--- src/rtl/harmonic_seq_pkg.sv ---
// Shared types and helpers for the harmonic sequencer.
// Optional overrun counter: HARMONIC_SEQ_OVERRUN_CNT_EN.
package harmonic_seq_pkg;

  localparam int DEFAULT_SAMPLE_INTERVAL = 1023;

  typedef enum logic [2:0] {
    INIT,
    SCALE_START,
    SCALE_WAIT,
    ADD_START,
    NEXT,
    CALC_DONE,
    WAIT_TICK
  } state_t;

  function automatic int ch_bits(input int n);
    return (n > 1) ? $clog2(n) : 1;
  endfunction

endpackage

--- src/rtl/harmonic_sequencer_if.sv ---
// Handshake bundle between the sequencer and its oscillator datapath.
// Optional overrun counter: HARMONIC_SEQ_OVERRUN_CNT_EN.
interface harmonic_sequencer_if #(
  parameter int NUM_CHANNELS = 2,
  parameter int HARM_W       = 8,
  parameter int ACC_W        = 32
);

  logic [HARM_W-1:0]             i_Harmonic_Count;
  logic                          i_Freq_Too_High;
  logic                          i_Sample_Ready;
  logic [HARM_W-1:0]             o_Harmonic;
  logic                          o_Next_Sample;
  logic [NUM_CHANNELS-1:0]       o_Scaler_Start;
  logic [NUM_CHANNELS-1:0]       i_Scaler_Ready;
  logic                          o_Scaler_Restart;
  logic [NUM_CHANNELS-1:0]       o_Adder_Start;
  logic                          o_Adder_Clear;
  logic [NUM_CHANNELS*ACC_W-1:0] i_Adder_Total;
  logic [NUM_CHANNELS*ACC_W-1:0] o_Total;
  logic                          o_DAC_Send;
  logic                          o_Overrun;
`ifdef HARMONIC_SEQ_OVERRUN_CNT_EN
  logic [15:0]                   o_Overrun_Count;
  logic                          i_Overrun_Clear;
`endif

  modport master (
`ifdef HARMONIC_SEQ_OVERRUN_CNT_EN
    output o_Overrun_Count,
    input  i_Overrun_Clear,
`endif
    input  i_Harmonic_Count,
    input  i_Freq_Too_High,
    input  i_Sample_Ready,
    input  i_Scaler_Ready,
    input  i_Adder_Total,
    output o_Harmonic,
    output o_Next_Sample,
    output o_Scaler_Start,
    output o_Scaler_Restart,
    output o_Adder_Start,
    output o_Adder_Clear,
    output o_Total,
    output o_DAC_Send,
    output o_Overrun
  );

  modport slave (
`ifdef HARMONIC_SEQ_OVERRUN_CNT_EN
    input  o_Overrun_Count,
    output i_Overrun_Clear,
`endif
    output i_Harmonic_Count,
    output i_Freq_Too_High,
    output i_Sample_Ready,
    output i_Scaler_Ready,
    output i_Adder_Total,
    input  o_Harmonic,
    input  o_Next_Sample,
    input  o_Scaler_Start,
    input  o_Scaler_Restart,
    input  o_Adder_Start,
    input  o_Adder_Clear,
    input  o_Total,
    input  o_DAC_Send,
    input  o_Overrun
  );

endinterface

--- src/rtl/sample_rate_timer.sv ---
// Free-running sample counter; tick is high while count == INTERVAL.
// Optional overrun counter elsewhere: HARMONIC_SEQ_OVERRUN_CNT_EN.
module sample_rate_timer #(
  parameter int INTERVAL = 1023
) (
  input  logic clk,
  input  logic rst,
  output logic tick
);

  localparam int CW = (INTERVAL > 0) ? $clog2(INTERVAL + 1) : 1;

  logic [CW-1:0] count;
  logic [CW-1:0] count_nx;

  assign count_nx = (count == CW'(INTERVAL)) ? '0 : count + 1'b1;

  always_ff @(posedge clk) begin
    if (rst) begin
      count <= '0;
      tick  <= 1'b0;
    end else begin
      count <= count_nx;
      tick  <= (count_nx == CW'(INTERVAL));
    end
  end

endmodule

--- src/rtl/harmonic_sequencer.sv ---
// Harmonic sequencer: walks harmonics through scalers/adders per sample tick.
// Optional overrun counter: HARMONIC_SEQ_OVERRUN_CNT_EN.
module harmonic_sequencer
  import harmonic_seq_pkg::*;
#(
  parameter int NUM_CHANNELS    = 2,
  parameter int HARM_W          = 8,
  parameter int MAX_HARMONICS   = 128,
  parameter int ACC_W           = 32,
  parameter int SAMPLE_INTERVAL = DEFAULT_SAMPLE_INTERVAL
) (
  input logic                  i_Clock,
  input logic                  i_Reset,
  harmonic_sequencer_if.master bus
);

  localparam int CB = ch_bits(NUM_CHANNELS);
  localparam int TW = NUM_CHANNELS * ACC_W;
  localparam logic [HARM_W-1:0] HARM_LAST =
    HARM_W'(MAX_HARMONICS - 1);

  state_t                  state;
  logic [HARM_W-1:0]       harm;
  logic                    next_sample;
  logic [NUM_CHANNELS-1:0] scaler_start;
  logic                    scaler_restart;
  logic [NUM_CHANNELS-1:0] adder_start;
  logic                    adder_clear;
  logic [TW-1:0]           total;
  logic                    dac_send;
  logic                    overrun;

  logic                    tick;
  logic                    ovr_hit;
  logic                    last;
  logic [CB-1:0]           ch;
  logic [NUM_CHANNELS-1:0] ch_hot;

  sample_rate_timer #(
    .INTERVAL(SAMPLE_INTERVAL)
  ) u_timer (
    .clk  (i_Clock),
    .rst  (i_Reset),
    .tick (tick)
  );

  if (NUM_CHANNELS == 1) begin : g_one
    assign ch = '0;
  end else begin : g_many
    assign ch = harm[CB-1:0];
  end

  assign ch_hot  = NUM_CHANNELS'(1) << ch;
  assign ovr_hit = tick && (state != WAIT_TICK);
  assign last    = (harm >= bus.i_Harmonic_Count)
                || bus.i_Freq_Too_High
                || (harm == HARM_LAST);

  always_ff @(posedge i_Clock) begin
    if (i_Reset) begin
      state          <= INIT;
      harm           <= '0;
      next_sample    <= 1'b0;
      scaler_start   <= '0;
      scaler_restart <= 1'b0;
      adder_start    <= '0;
      adder_clear    <= 1'b0;
      total          <= '0;
      dac_send       <= 1'b0;
      overrun        <= 1'b0;
    end else begin
      next_sample    <= 1'b0;
      scaler_start   <= '0;
      scaler_restart <= 1'b0;
      adder_start    <= '0;
      adder_clear    <= 1'b0;
      dac_send       <= 1'b0;
      overrun        <= 1'b0;
      // A tick outside WAIT_TICK aborts the sample; o_Total is kept.
      if (ovr_hit) begin
        overrun        <= 1'b1;
        dac_send       <= 1'b1;
        adder_clear    <= 1'b1;
        scaler_restart <= 1'b1;
        next_sample    <= 1'b1;
        harm           <= '0;
        state          <= INIT;
      end else begin
        unique case (state)
          INIT: state <= ADD_START;
          SCALE_START: begin
            scaler_start <= ch_hot;
            state        <= SCALE_WAIT;
          end
          SCALE_WAIT: begin
            if (|(bus.i_Scaler_Ready & ch_hot))
              state <= ADD_START;
          end
          ADD_START: begin
            if (bus.i_Sample_Ready) begin
              adder_start <= ch_hot;
              state       <= NEXT;
            end
          end
          NEXT: begin
            if (last) begin
              state <= CALC_DONE;
            end else begin
              harm        <= harm + 1'b1;
              next_sample <= 1'b1;
              state       <= SCALE_START;
            end
          end
          CALC_DONE: begin
            total       <= bus.i_Adder_Total;
            adder_clear <= 1'b1;
            state       <= WAIT_TICK;
          end
          WAIT_TICK: begin
            if (tick) begin
              dac_send       <= 1'b1;
              scaler_restart <= 1'b1;
              next_sample    <= 1'b1;
              harm           <= '0;
              state          <= INIT;
            end
          end
          default: state <= INIT;
        endcase
      end
    end
  end

  assign bus.o_Harmonic       = harm;
  assign bus.o_Next_Sample    = next_sample;
  assign bus.o_Scaler_Start   = scaler_start;
  assign bus.o_Scaler_Restart = scaler_restart;
  assign bus.o_Adder_Start    = adder_start;
  assign bus.o_Adder_Clear    = adder_clear;
  assign bus.o_Total          = total;
  assign bus.o_DAC_Send       = dac_send;
  assign bus.o_Overrun        = overrun;

`ifdef HARMONIC_SEQ_OVERRUN_CNT_EN
  logic [15:0] ovr_cnt;

  always_ff @(posedge i_Clock) begin
    if (i_Reset || bus.i_Overrun_Clear)
      ovr_cnt <= '0;
    else if (ovr_hit && (ovr_cnt != 16'hFFFF))
      ovr_cnt <= ovr_cnt + 16'd1;
  end

  assign bus.o_Overrun_Count = ovr_cnt;
`endif

endmodule
--- src/flat_wrapper.sv ---
// flat-port wrapper written by rule: the top's interface ports become plain ports
module harmonic_sequencer_flat import harmonic_seq_pkg::*;
#(
  parameter int NUM_CHANNELS    = 2,
  parameter int HARM_W          = 8,
  parameter int MAX_HARMONICS   = 128,
  parameter int ACC_W           = 32,
  parameter int SAMPLE_INTERVAL = DEFAULT_SAMPLE_INTERVAL
)
  (i_Clock, i_Reset, bus_i_Harmonic_Count, bus_i_Freq_Too_High, bus_i_Sample_Ready, bus_i_Scaler_Ready, bus_i_Adder_Total, bus_o_Harmonic, bus_o_Next_Sample, bus_o_Scaler_Start, bus_o_Scaler_Restart, bus_o_Adder_Start, bus_o_Adder_Clear, bus_o_Total, bus_o_DAC_Send, bus_o_Overrun);
  harmonic_sequencer_if #(.NUM_CHANNELS(NUM_CHANNELS), .HARM_W(HARM_W), .ACC_W(ACC_W)) bus_i ();
  input logic i_Clock;
  input logic i_Reset;
  input wire logic [$bits(bus_i.i_Harmonic_Count)-1:0] bus_i_Harmonic_Count;
  input wire logic [$bits(bus_i.i_Freq_Too_High)-1:0] bus_i_Freq_Too_High;
  input wire logic [$bits(bus_i.i_Sample_Ready)-1:0] bus_i_Sample_Ready;
  input wire logic [$bits(bus_i.i_Scaler_Ready)-1:0] bus_i_Scaler_Ready;
  input wire logic [$bits(bus_i.i_Adder_Total)-1:0] bus_i_Adder_Total;
  output wire logic [$bits(bus_i.o_Harmonic)-1:0] bus_o_Harmonic;
  output wire logic [$bits(bus_i.o_Next_Sample)-1:0] bus_o_Next_Sample;
  output wire logic [$bits(bus_i.o_Scaler_Start)-1:0] bus_o_Scaler_Start;
  output wire logic [$bits(bus_i.o_Scaler_Restart)-1:0] bus_o_Scaler_Restart;
  output wire logic [$bits(bus_i.o_Adder_Start)-1:0] bus_o_Adder_Start;
  output wire logic [$bits(bus_i.o_Adder_Clear)-1:0] bus_o_Adder_Clear;
  output wire logic [$bits(bus_i.o_Total)-1:0] bus_o_Total;
  output wire logic [$bits(bus_i.o_DAC_Send)-1:0] bus_o_DAC_Send;
  output wire logic [$bits(bus_i.o_Overrun)-1:0] bus_o_Overrun;
  assign bus_i.i_Harmonic_Count = bus_i_Harmonic_Count;
  assign bus_i.i_Freq_Too_High = bus_i_Freq_Too_High;
  assign bus_i.i_Sample_Ready = bus_i_Sample_Ready;
  assign bus_i.i_Scaler_Ready = bus_i_Scaler_Ready;
  assign bus_i.i_Adder_Total = bus_i_Adder_Total;
  assign bus_o_Harmonic = bus_i.o_Harmonic;
  assign bus_o_Next_Sample = bus_i.o_Next_Sample;
  assign bus_o_Scaler_Start = bus_i.o_Scaler_Start;
  assign bus_o_Scaler_Restart = bus_i.o_Scaler_Restart;
  assign bus_o_Adder_Start = bus_i.o_Adder_Start;
  assign bus_o_Adder_Clear = bus_i.o_Adder_Clear;
  assign bus_o_Total = bus_i.o_Total;
  assign bus_o_DAC_Send = bus_i.o_DAC_Send;
  assign bus_o_Overrun = bus_i.o_Overrun;
  harmonic_sequencer #(.NUM_CHANNELS(NUM_CHANNELS), .HARM_W(HARM_W), .MAX_HARMONICS(MAX_HARMONICS), .ACC_W(ACC_W), .SAMPLE_INTERVAL(SAMPLE_INTERVAL)) u_core (.i_Clock(i_Clock), .i_Reset(i_Reset), .bus(bus_i));
endmodule
--- config.mk ---
export PLATFORM = sky130hd
export DESIGN_NAME = harmonic_sequencer_flat
export DESIGN_NICKNAME = d
export VERILOG_FILES = /design/src/rtl/harmonic_seq_pkg.sv /design/src/rtl/harmonic_sequencer_if.sv /design/src/rtl/sample_rate_timer.sv /design/src/rtl/harmonic_sequencer.sv /design/src/flat_wrapper.sv
export SDC_FILE = /design/constraint.sdc
export NUM_CORES = 1
export LEC_CHECK = 0
export CELL_PAD_IN_SITES_DETAIL_PLACEMENT = 1
export CELL_PAD_IN_SITES_GLOBAL_PLACEMENT = 1
export CORE_MARGIN = 4
export CORE_UTILIZATION = 32
export DETAILED_ROUTE_END_ITERATION = 8
export GPL_TIMING_DRIVEN = 0
export PLACE_DENSITY = 0.81
export RECOVER_POWER = 100
export REMOVE_ABC_BUFFERS = 1
export SETUP_SLACK_MARGIN = 0.3
export SYNTH_ARGS = -nofsm -noshare
export SYNTH_HDL_FRONTEND = slang
export SYNTH_SLANG_ARGS = --single-unit
--- constraint.sdc ---
create_clock -name i_Clock -period 6.7 [get_ports i_Clock]
set_clock_uncertainty 0.2 [all_clocks]
set_input_delay 1.34 -clock i_Clock [delete_from_list [all_inputs] [get_ports i_Clock]]
set_output_delay 1.34 -clock i_Clock [all_outputs]
set_load 0.1 [all_outputs]
==> results of run 1 <==
==> flip-flops by register name (all words and copies together), names as in the netlist <==
signal,flops
u_core.bus.o_Adder_Clear,1
u_core.u_timer.count,10
u_core.bus.o_Next_Sample,1
u_core.bus.o_Adder_Start,2
u_core.bus.o_Total,64
u_core.bus.o_Overrun,1
u_core.bus.o_Scaler_Start,2
u_core.bus.o_Scaler_Restart,1
u_core.u_timer.tick,1
u_core.bus.o_Harmonic,8
u_core.state,3
==> critical path: stages <==
cell and delay (ps):
dlygate4sd3_1 520, inv_1 40, ha_1 300, a21o_1 170
a2111oi_0 560, o211ai_1 490, or4_1 520, a21oi_1 140
==> final timing paths <==
kind         depth (start not counted)               startpoint                       end  slack (ps)
min reg2reg                          2   u_core.bus.o_Total[61]    u_core.bus.o_Total[61]         250
max reg2reg                          5          u_core.state[2]    u_core.bus.o_Total[32]        3230
min                                  2   u_core.bus.o_Total[61]    u_core.bus.o_Total[61]         250
max                                  8  bus_i_Harmonic_Count[6]  u_core.bus.o_Harmonic[2]        2680
==> cells in the mapped netlist, types with 2 or more instances <==
master	n	area, um2
xor2_1	4	35.03
o31ai_1	3	22.52
nand4_1	4	25.02
dfxtp_1	94	1882
buf_2	2	10.01
o311ai_0	2	17.52
clkbuf_1	13	48.80
o211a_1	2	20.02
o211ai_1	3	22.52
and4_1	2	17.52
nor2b_1	2	12.51
and3_1	4	25.02
nand2_1	140	525.5
buf_1	10	37.54
inv_1	14	52.55
buf_4	2	15.01
o22a_1	2	17.52
nand2b_1	4	25.02
o21a_1	3	22.52
nor3_1	3	15.01
a31o_2	2	17.52
ha_1	11	137.6
nor2_1	24	90.09
xnor2_1	4	35.03
or2_2	2	12.51
nand3_1	8	40.04
a21oi_1	71	355.3
o21ai_0	5	25.02
==> final cells by class <==
| class | count | area (um2) |
|---|---|---|
| sequential | 94 | 1882 |
| timing repair buffer | 162 | 1642 |
| tap | 143 | 178.9 |
| clock buffer | 11 | 232.7 |
| fill | 1359 | 5773 |
| inverter | 14 | 52.55 |
| clock inverter | 5 | 35.03 |
| multi-input combinational | 323 | 1672 |
==> power by group through the flow <==
stage / combinational [mW] / clock [mW] / sequential, mW
6_report: 0.112 / 0.468 / 0.572
3_3_place_gp: 0.110 / 0 / 0.584
3_5_place_dp: 0.115 / 0 / 0.585
4_1_cts: 0.115 / 0.480 / 0.572
2_1_floorplan: 0.0224 / 0 / 0.607
5_1_grt: 0.119 / 0.510 / 0.573
==> kinds of logic (layout without fill, tap and decap cells) <==
logic type      count (synthesis)  after routing  synth area share [%]
buf+inv                        42            192                 4.668
mux                             1              1                0.2668
fa+ha+maj                      11             11                 3.668
flops                          94             94                 50.15
xor+xnor                        8              8                 1.867
compound gates                101            101                 16.44
simple gates                  202            202                 22.94
==> through the flow <==
step / setup slack (ps) / util [%] / std cells
floorplan: 3456 / - / 431
global route: 2435 / 49.66 / 752
detailed placement: 2795 / 47.69 / 736
CTS: 3137 / 50.03 / 752
global placement: 1422 / 47.00 / 732
finish: 2680 / 49.66 / 752
==> routing by layer <==
metal	track usage, %	part of all wire (%)	vias up
li1	-	-	1818
met1	19.51	37	1802
met2	34.67	53	97
met3	5.648	6.7	26
met4	8.971	3.2	0
met5	0	0	-
==> metrics.txt, run 1 <==
first-pass GRT wire length 20020 um; vias per cell 4.977; diode count 0; Max Clk Rate 0.2487 GHz; Post-Route Setup TNS 0 ps; fin crit period 4020 ps; clock-pin slew on the worst setup and hold paths about 70 ps; CP Data Required Time roughly 6800 ps; crit share post-route about 60%; post-route cell area between 0.005 and 0.006 mm2; critical path class primary input to flop; fin. max-slew vios approximately 40; sequential fraction of the synthesis area about half; hold_ws between 200 and 300 ps; GRT Total Usage about a fifth; post-synthesis cell type count 47; row count 39; Residual DRC 0; Core ar. 0.01147 mm2; Psw 0.2791 mW; Clock Latency Late Sink around 340 ps; initial antenna violation count 0; Vert. Die Dim 116.3 um; leakage power between 2 and 2.5 nW; largest net degree at the start of global routing 52; Clock Sinks 94; Max-Cap Viols 1; Critical Path Sink Type flop; H-tree depth 3; CTS resizes 0; crit start category primary input; Wirelength per Cell around 16 um; P&R area growth vs syn 51.75%; peak fanout along the critical path 11; number of flops mapped to enable cells by yosys 0; mapped cell area 0.003752 mm2; Mapped Cells 459; violated checks capacitance limit, slew limit; run status finished with violations; total grt overflow 0; ys async rst share 0%; worst vdd ir about 110 uV; Syn. warnings 0; nets roughly 700; CTS tree built; Clk pwr share 40.6%; antenna-violating nets left 0; via count 3743; Design Power 1.151 mW; syn_area_per_cell 8.175 um2; port buffer count roughly 160; most frequent cells in the layout nand2_1, dfxtp_1, dlygate4sd3_1; Num CTS Buffers 9; DIE AREA ~0.014 mm2; layout cell share with drive strength beyond 1 under 10%; worst-margin pin slew around 1800 ps; number of hold-repair buffers added at the cts stage 0; DP HPWL about 9200 um; Sequential Power Share about half; post-CTS setup buffers 0; RePlAce Congestion 0.8135; RSZ-0062 raised after global routing false; most common flop cell mapped by yosys dfxtp_1; logic gate share of total power under 10%; Cell Area, Placed 0.005469 mm2; Initial Util between 30% and 40%; Ports roughly 160; drt first-iter violations ~110; Sw Ratio between 20% and 30%; max_slew headroom -16.75%; Routed WL roughly 12000 um; final hold violations 0; Pre-Repair DR Iteration Count 4; Seq cells post-synth 94; Internal Power 0.8724 mW; Die Span X about 120 um; commonest non-fill, non-tap cell in the layout nand2_1; worst min path class flop to flop; vias in the first global route approximately 4.1k; setup violators final 0; Root Buffer clkbuf_16; WP data arrival slightly above 4000 ps; Max clock buf depth 2; Power Density just over 200 mW/mm2
Note: power is estimated with default switching activity, not from simulation.
==> inputs of run 2 (changes only) <==
--- a/config.mk
+++ b/config.mk
@@ -8,10 +8,10 @@
 export CELL_PAD_IN_SITES_DETAIL_PLACEMENT = 1
 export CELL_PAD_IN_SITES_GLOBAL_PLACEMENT = 1
 export CORE_MARGIN = 4
-export CORE_UTILIZATION = 32
+export CORE_UTILIZATION = 30
 export DETAILED_ROUTE_END_ITERATION = 8
 export GPL_TIMING_DRIVEN = 0
-export PLACE_DENSITY = 0.81
+export PLACE_DENSITY = 0.77
 export RECOVER_POWER = 100
 export REMOVE_ABC_BUFFERS = 1
 export SETUP_SLACK_MARGIN = 0.3
==> constraint.sdc (replaced) <==
create_clock -name i_Clock -period 3.9 [get_ports i_Clock]
set_clock_uncertainty 0.2 [all_clocks]
set_input_delay 0.78 -clock i_Clock [delete_from_list [all_inputs] [get_ports i_Clock]]
set_output_delay 0.78 -clock i_Clock [all_outputs]
set_load 0.1 [all_outputs]
==> metrics.txt, run 2 (synthesis gave the netlist of run 1 again) <==
run status finished with violations (unchanged); violated checks capacitance limit, slew limit (unchanged); GRT met1 Usage 18.66% (was 19.51%); GR peak layer met2 (unchanged); via count 3733 (was 3743); Max Clk Rate between 0.3 and 0.4 GHz; CTS tree built (unchanged); max_slew headroom -9.600% (was -16.75%); Max clock buf depth 2 (unchanged); Vert. Die Dim 119.8 um (was 116.3 um); setup violators final 0 (unchanged); met3 GRT Util 6.550% (was 5.648%); Sw Ratio 24.55% (was 24.24%); Crit-path slowest cell dlygate4sd3_1 (was a2111oi_0); antenna-violating nets left 0 (unchanged); routing usage on met2 31.43% (was 34.67%); clock-pin slew on the worst setup and hold paths 70 ps (about the same); final hold violations 0 (unchanged); WP data arrival 3260 ps (was 4100 ps); Die Span X 119.8 um (was 116.3 um); Routed WL 12250 um (was 12210 um); Critical Path, Cell by Cell dlygate4sd3_1, inv_1, ha_1, a21o_1, a2111oi_4, o211ai_1, or4_1, a21oi_1 (was dlygate4sd3_1, inv_1, ha_1, a21o_1, a2111oi_0, o211ai_1, or4_1, a21oi_1); CTS resizes 0 (unchanged); Reg area 0.001882 mm2 (unchanged); DIE AREA 0.01436 mm2 (was 0.01352 mm2); fin crit period 3177 ps; fin util 47.59% (was 49.66%); critical path class primary input to flop (unchanged); layout cell share with drive strength beyond 1 4.590% (was 4.105%); Residual DRC 0 (unchanged); pre-CTS WS 561.4 ps (was 2795 ps); worst-margin pin slew 1644 ps (was 1751 ps); logic gate share of total power 9.2% (was 9.7%); Cell Area, Placed 0.005515 mm2 (was 0.005469 mm2); vias per cell 4.798 (was 4.977); first-pass GRT wire length 19920 um (was 20020 um); Internal Power 1.569 mW (was 0.8724 mW); Critical Path Max Stage Delay 530 ps (was 560 ps); Sequential Power Share 47.3% (was 49.7%); Initial Util 30.98% (was 32.72%); fillers 1439 (was 1359); Core ar. 0.01211 mm2 (was 0.01147 mm2); Clock Sinks 94 (unchanged); row count 40 (was 39); Max-Cap Viols 1 (unchanged); Clock Latency Late Sink 350 ps (was 340 ps); Wirelength per Cell 15.75 um (was 16.23 um); port buffer count 158 (unchanged); Critical Path Sink Type flop (unchanged); RSZ-0062 raised after global routing false (unchanged); commonest non-fill, non-tap cell in the layout nand2_1 (unchanged); most frequent cells in the layout nand2_1, dfxtp_1, dlygate4sd3_1 (unchanged); area occupied by multi-input gates 0.001692 mm2 (was 0.001672 mm2); post-route setup slack 722.6 ps (was 2680 ps); Psw 0.5107 mW (was 0.2791 mW); RePlAce Congestion 0.7847 (was 0.8135); number of hold-repair buffers added at the cts stage 0 (unchanged); Num CTS Buffers 9 (unchanged); post-route cell area 0.005764 mm2 (was 0.005694 mm2); vias in the first global route 3920 (was 4118); peak fanout along the critical path 11 (unchanged); leakage power 2.306 nW (was 2.296 nW); drt first-iter violations 104 (was 114); Root Buffer clkbuf_16 (unchanged); Pre-Repair DR Iteration Count 4 (unchanged); Ports 159 (unchanged); P&R area growth vs syn 53.62% (was 51.75%); diode count 0 (unchanged); nets 694 (was 693); worst vdd ir 225.1 uV (was 109.5 uV); crit start category primary input (unchanged); Crit path max-delay family compound AO/OA/AOI/OAI gates (unchanged); Design Power 2.080 mW (was 1.151 mW); CP Data Required Time 3980 ps (was 6780 ps); Power Density 360.9 mW/mm2 (was 202.2 mW/mm2); Buf/Inv on CP 2 (unchanged); largest net degree at the start of global routing 40 (was 52); GRT Total Usage 17.60% (was 18.87%); total grt overflow 0 (unchanged); Clk pwr share 43.6% (was 40.6%); DP HPWL 9147 um (was 9186 um); initial antenna violation count 0 (unchanged); post-CTS setup buffers 0 (unchanged); crit share post-route 81.47%; max FFs per register 64 (unchanged); H-tree depth 3 (unchanged); fin. max-slew vios 39 (was 41); worst min path class flop to flop (unchanged)
run 2: changes by cell type in the layout (fill, tap and decap cells not counted), sizes merged:
cell    delta
buf        -1
clkinv     -1
bufinv     +1
inv        +2
run 2: worst register-to-register path, cell delays in order, from the launching register on:
cell and delay, ps:
dfxtp_1 480, nor2b_1 130, nand3b_1 670, clkbuf_1 480
clkbuf_1 750, nand2_1 120, a21oi_1 200
run 2: area by class of cell:
class	instances	share of cell area, %
well taps	168	3.647
clock inverters	7	1.389
inverters	14	0.9117
clock buffers	9	3.907
repair buffers	163	28.15
flip-flops and latches	94	32.65
multi-input cells	323	29.35
run 2: path summary, 6_finish.rpt:
| path | start | to | slack (ps) | cells past startpoint |
|---|---|---|---|---|
| max | bus_i_Harmonic_Count[6] | u_core.bus.o_Harmonic[2] | 720 | 8 |
| min | u_core.bus.o_Total[59] | u_core.bus.o_Total[59] | 250 | 2 |
| max reg2reg | u_core.state[1] | u_core.bus.o_Total[57] | 790 | 6 |
| min reg2reg | u_core.bus.o_Total[59] | u_core.bus.o_Total[59] | 250 | 2 |
run 2: power groups by stage:
stage | Sequential (mW) | Combinational [mW] | Clock [mW]
finish | 0.983 | 0.191 | 0.907
CTS | 0.983 | 0.199 | 0.935
global route | 0.985 | 0.205 | 0.977
floorplan | 1.04 | 0.0384 | 0
global placement | 1.00 | 0.190 | 0
detailed placement | 1.01 | 0.197 | 0
run 2: stage by stage:
stage | setup TNS, ps | cells | hold slack, ps
floorplan | 0 | 431 | 259.5
global placement | -8347 | 757 | 240.8
detailed placement | 0 | 762 | 246.4
CTS | 0 | 778 | 256.0
global route | 0 | 778 | 267.1
finish | 0 | 778 | 252.1
run 2: metal layers:
| layer | up-vias | part of all wire, % |
|---|---|---|
| li1 | 1822 | - |
| met1 | 1794 | 39 |
| met2 | 96 | 51 |
| met3 | 21 | 6.7 |
| met4 | 0 | 2.8 |
| met5 | - | 0 |
==> inputs of run 3 (changes only) <==
==> constraint.sdc (replaced) <==
create_clock -name i_Clock -period 3.3 [get_ports i_Clock]
set_clock_uncertainty 0.2 [all_clocks]
set_input_delay 0.66 -clock i_Clock [delete_from_list [all_inputs] [get_ports i_Clock]]
set_output_delay 0.66 -clock i_Clock [all_outputs]
set_load 0.1 [all_outputs]
==> metrics.txt, run 3 (synthesis gave the netlist of run 1 again) <==
initial antenna violation count 0 (unchanged); antenna-violating nets left 0 (unchanged); Critical Path Max Stage Delay 1250 ps (was 530 ps); RSZ-0062 raised after global routing false (unchanged); setup violators final 0 (unchanged); Max Clk Rate between 0.3 and 0.4 GHz; Critical Path Sink Type output pin (was flop); Max clock buf depth 2 (unchanged); fin. max-slew vios 38 (was 39); Post-Route Setup TNS 0 ps (unchanged); Core ar. 0.01211 mm2 (unchanged); leakage power 2.321 nW (was 2.306 nW); Die Span X 119.8 um (unchanged); first-pass GRT wire length 19920 um (unchanged); Residual DRC 0 (unchanged); Num CTS Buffers 9 (unchanged); Critical Path, Cell by Cell dlygate4sd3_1 (was dlygate4sd3_1, inv_1, ha_1, a21o_1, a2111oi_4, o211ai_1, or4_1, a21oi_1); GRT Total Usage 17.60% (unchanged); Root Buffer clkbuf_16 (unchanged); vias in the first global route 3920 (unchanged); crit share post-route approximately 90%; Power Density 424.5 mW/mm2 (was 360.9 mW/mm2); Buf/Inv on CP 1 (was 2); crit start category flop (was primary input); DP HPWL 9147 um (unchanged); violated checks capacitance limit, slew limit (unchanged); Wirelength per Cell 15.79 um (was 15.75 um); Placed Cells 762 (unchanged); worst vdd ir 266.1 uV (was 225.1 uV); row count 40 (unchanged); DIE AREA 0.01436 mm2 (unchanged); port buffer count 158 (unchanged); worst min path class flop to flop (unchanged); CP Data Required Time 2440 ps (was 3980 ps); nets 694 (unchanged); Pre-Repair DR Iteration Count 4 (unchanged); critical path class flop to output pin (was primary input to flop); post-CTS setup buffers 0 (unchanged); Final Non-Filler Cells 778 (unchanged); Crit path max-delay family buffers and inverters (was compound AO/OA/AOI/OAI gates); fin crit period roughly 3000 ps; Initial Util 30.98% (unchanged); WP data arrival 2080 ps (was 3260 ps); run status finished with violations (unchanged); Max-Cap Viols 1 (unchanged); fin util 47.86% (was 47.59%); peak fanout along the critical path 8 (was 11); total grt overflow 0 (unchanged); Crit-path slowest cell dlygate4sd3_1 (unchanged); CTS tree built (unchanged); P&R area growth vs syn 54.48% (was 53.62%); Vert. Die Dim 119.8 um (unchanged); hold_ws 252.0 ps (was 252.1 ps); final hold violations 0 (unchanged); largest net degree at the start of global routing 40 (unchanged); Clock Sinks 94 (unchanged); clock-pin slew on the worst setup and hold paths 70 ps (about the same); worst-margin pin slew 1740 ps (was 1644 ps); vias per cell 4.783 (was 4.798); H-tree depth 3 (unchanged); Ports 159 (unchanged); max_slew headroom -15.97% (was -9.600%); Clock Latency Late Sink 350 ps (about the same); via count 3721 (was 3733); diode count 0 (unchanged); layout cell share with drive strength beyond 1 4.754% (was 4.590%); commonest non-fill, non-tap cell in the layout nand2_1 (unchanged); max FFs per register 64 (unchanged); drt first-iter violations 106 (was 104); RePlAce Congestion 0.7847 (unchanged); Routed WL 12290 um (was 12250 um); most frequent cells in the layout nand2_1, dfxtp_1, dlygate4sd3_1 (unchanged)
## run 3: cell types whose count changed in the layout (fill, tap and decap cells not counted)
| cell | before | now |
|---|---|---|
| o311ai_0 | 2 | 1 |
| buf_16 | 0 | 1 |
| o211ai_2 | 0 | 1 |
| buf_12 | 1 | 2 |
| o211ai_1 | 4 | 3 |
| o311ai_1 | 0 | 1 |
| clkbuf_2 | 1 | 0 |
| buf_8 | 1 | 0 |
## run 3: routing by layer
metal	track usage [%]	share of wire, %	up-vias
met5	0	0	-
met4	7.230	2.8	0
met3	6.550	6.7	21
met2	31.43	51	96
met1	18.66	39	1780
li1	-	-	1824
## run 3: cell type report
type                            count  area, um2
Clock buffer                        9      225.2
Clock inverter                      7      80.08
Fill cell                        1433       6315
Inverter                           14      52.55
Multi-Input combinational cell    323       1697
Sequential cell                    94       1882
Tap cell                          168      210.2
Timing Repair Buffer              163       1650
## run 3: path summary, 6_finish.rpt
check                                              start                       end  slack (ps)  depth (start not counted)
worst min-delay path              u_core.bus.o_Total[59]    u_core.bus.o_Total[59]         250                          2
worst max-delay path            u_core.bus.o_Harmonic[0]         bus_o_Harmonic[0]         360                          1
worst max register to register  u_core.bus.o_Harmonic[0]  u_core.bus.o_Harmonic[2]         560                          7
worst min register to register    u_core.bus.o_Total[59]    u_core.bus.o_Total[59]         250                          2
## run 3: power by group
group | switching (mW) | total [mW] | internal, mW
Sequential | 0.0152 | 1.16 | 1.15
Combinational | 0.116 | 0.229 | 0.113
Clock | 0.472 | 1.07 | 0.598
## run 3: repair_timing
item,CTS,global route
resized for setup,0,1
hold buffers,0,0
endpoints found under the setup margin,0,1
## run 3: stage by stage
step                setup slack, ps  cell area [um2]  total power, mW
finish                        359.1             5797            2.461
floorplan                     163.6             3630            1.279
global placement              -1304             5421            1.411
global route                  163.3             5797            2.564
CTS                           394.6             5821            2.502
detailed placement            81.37             5515            1.421
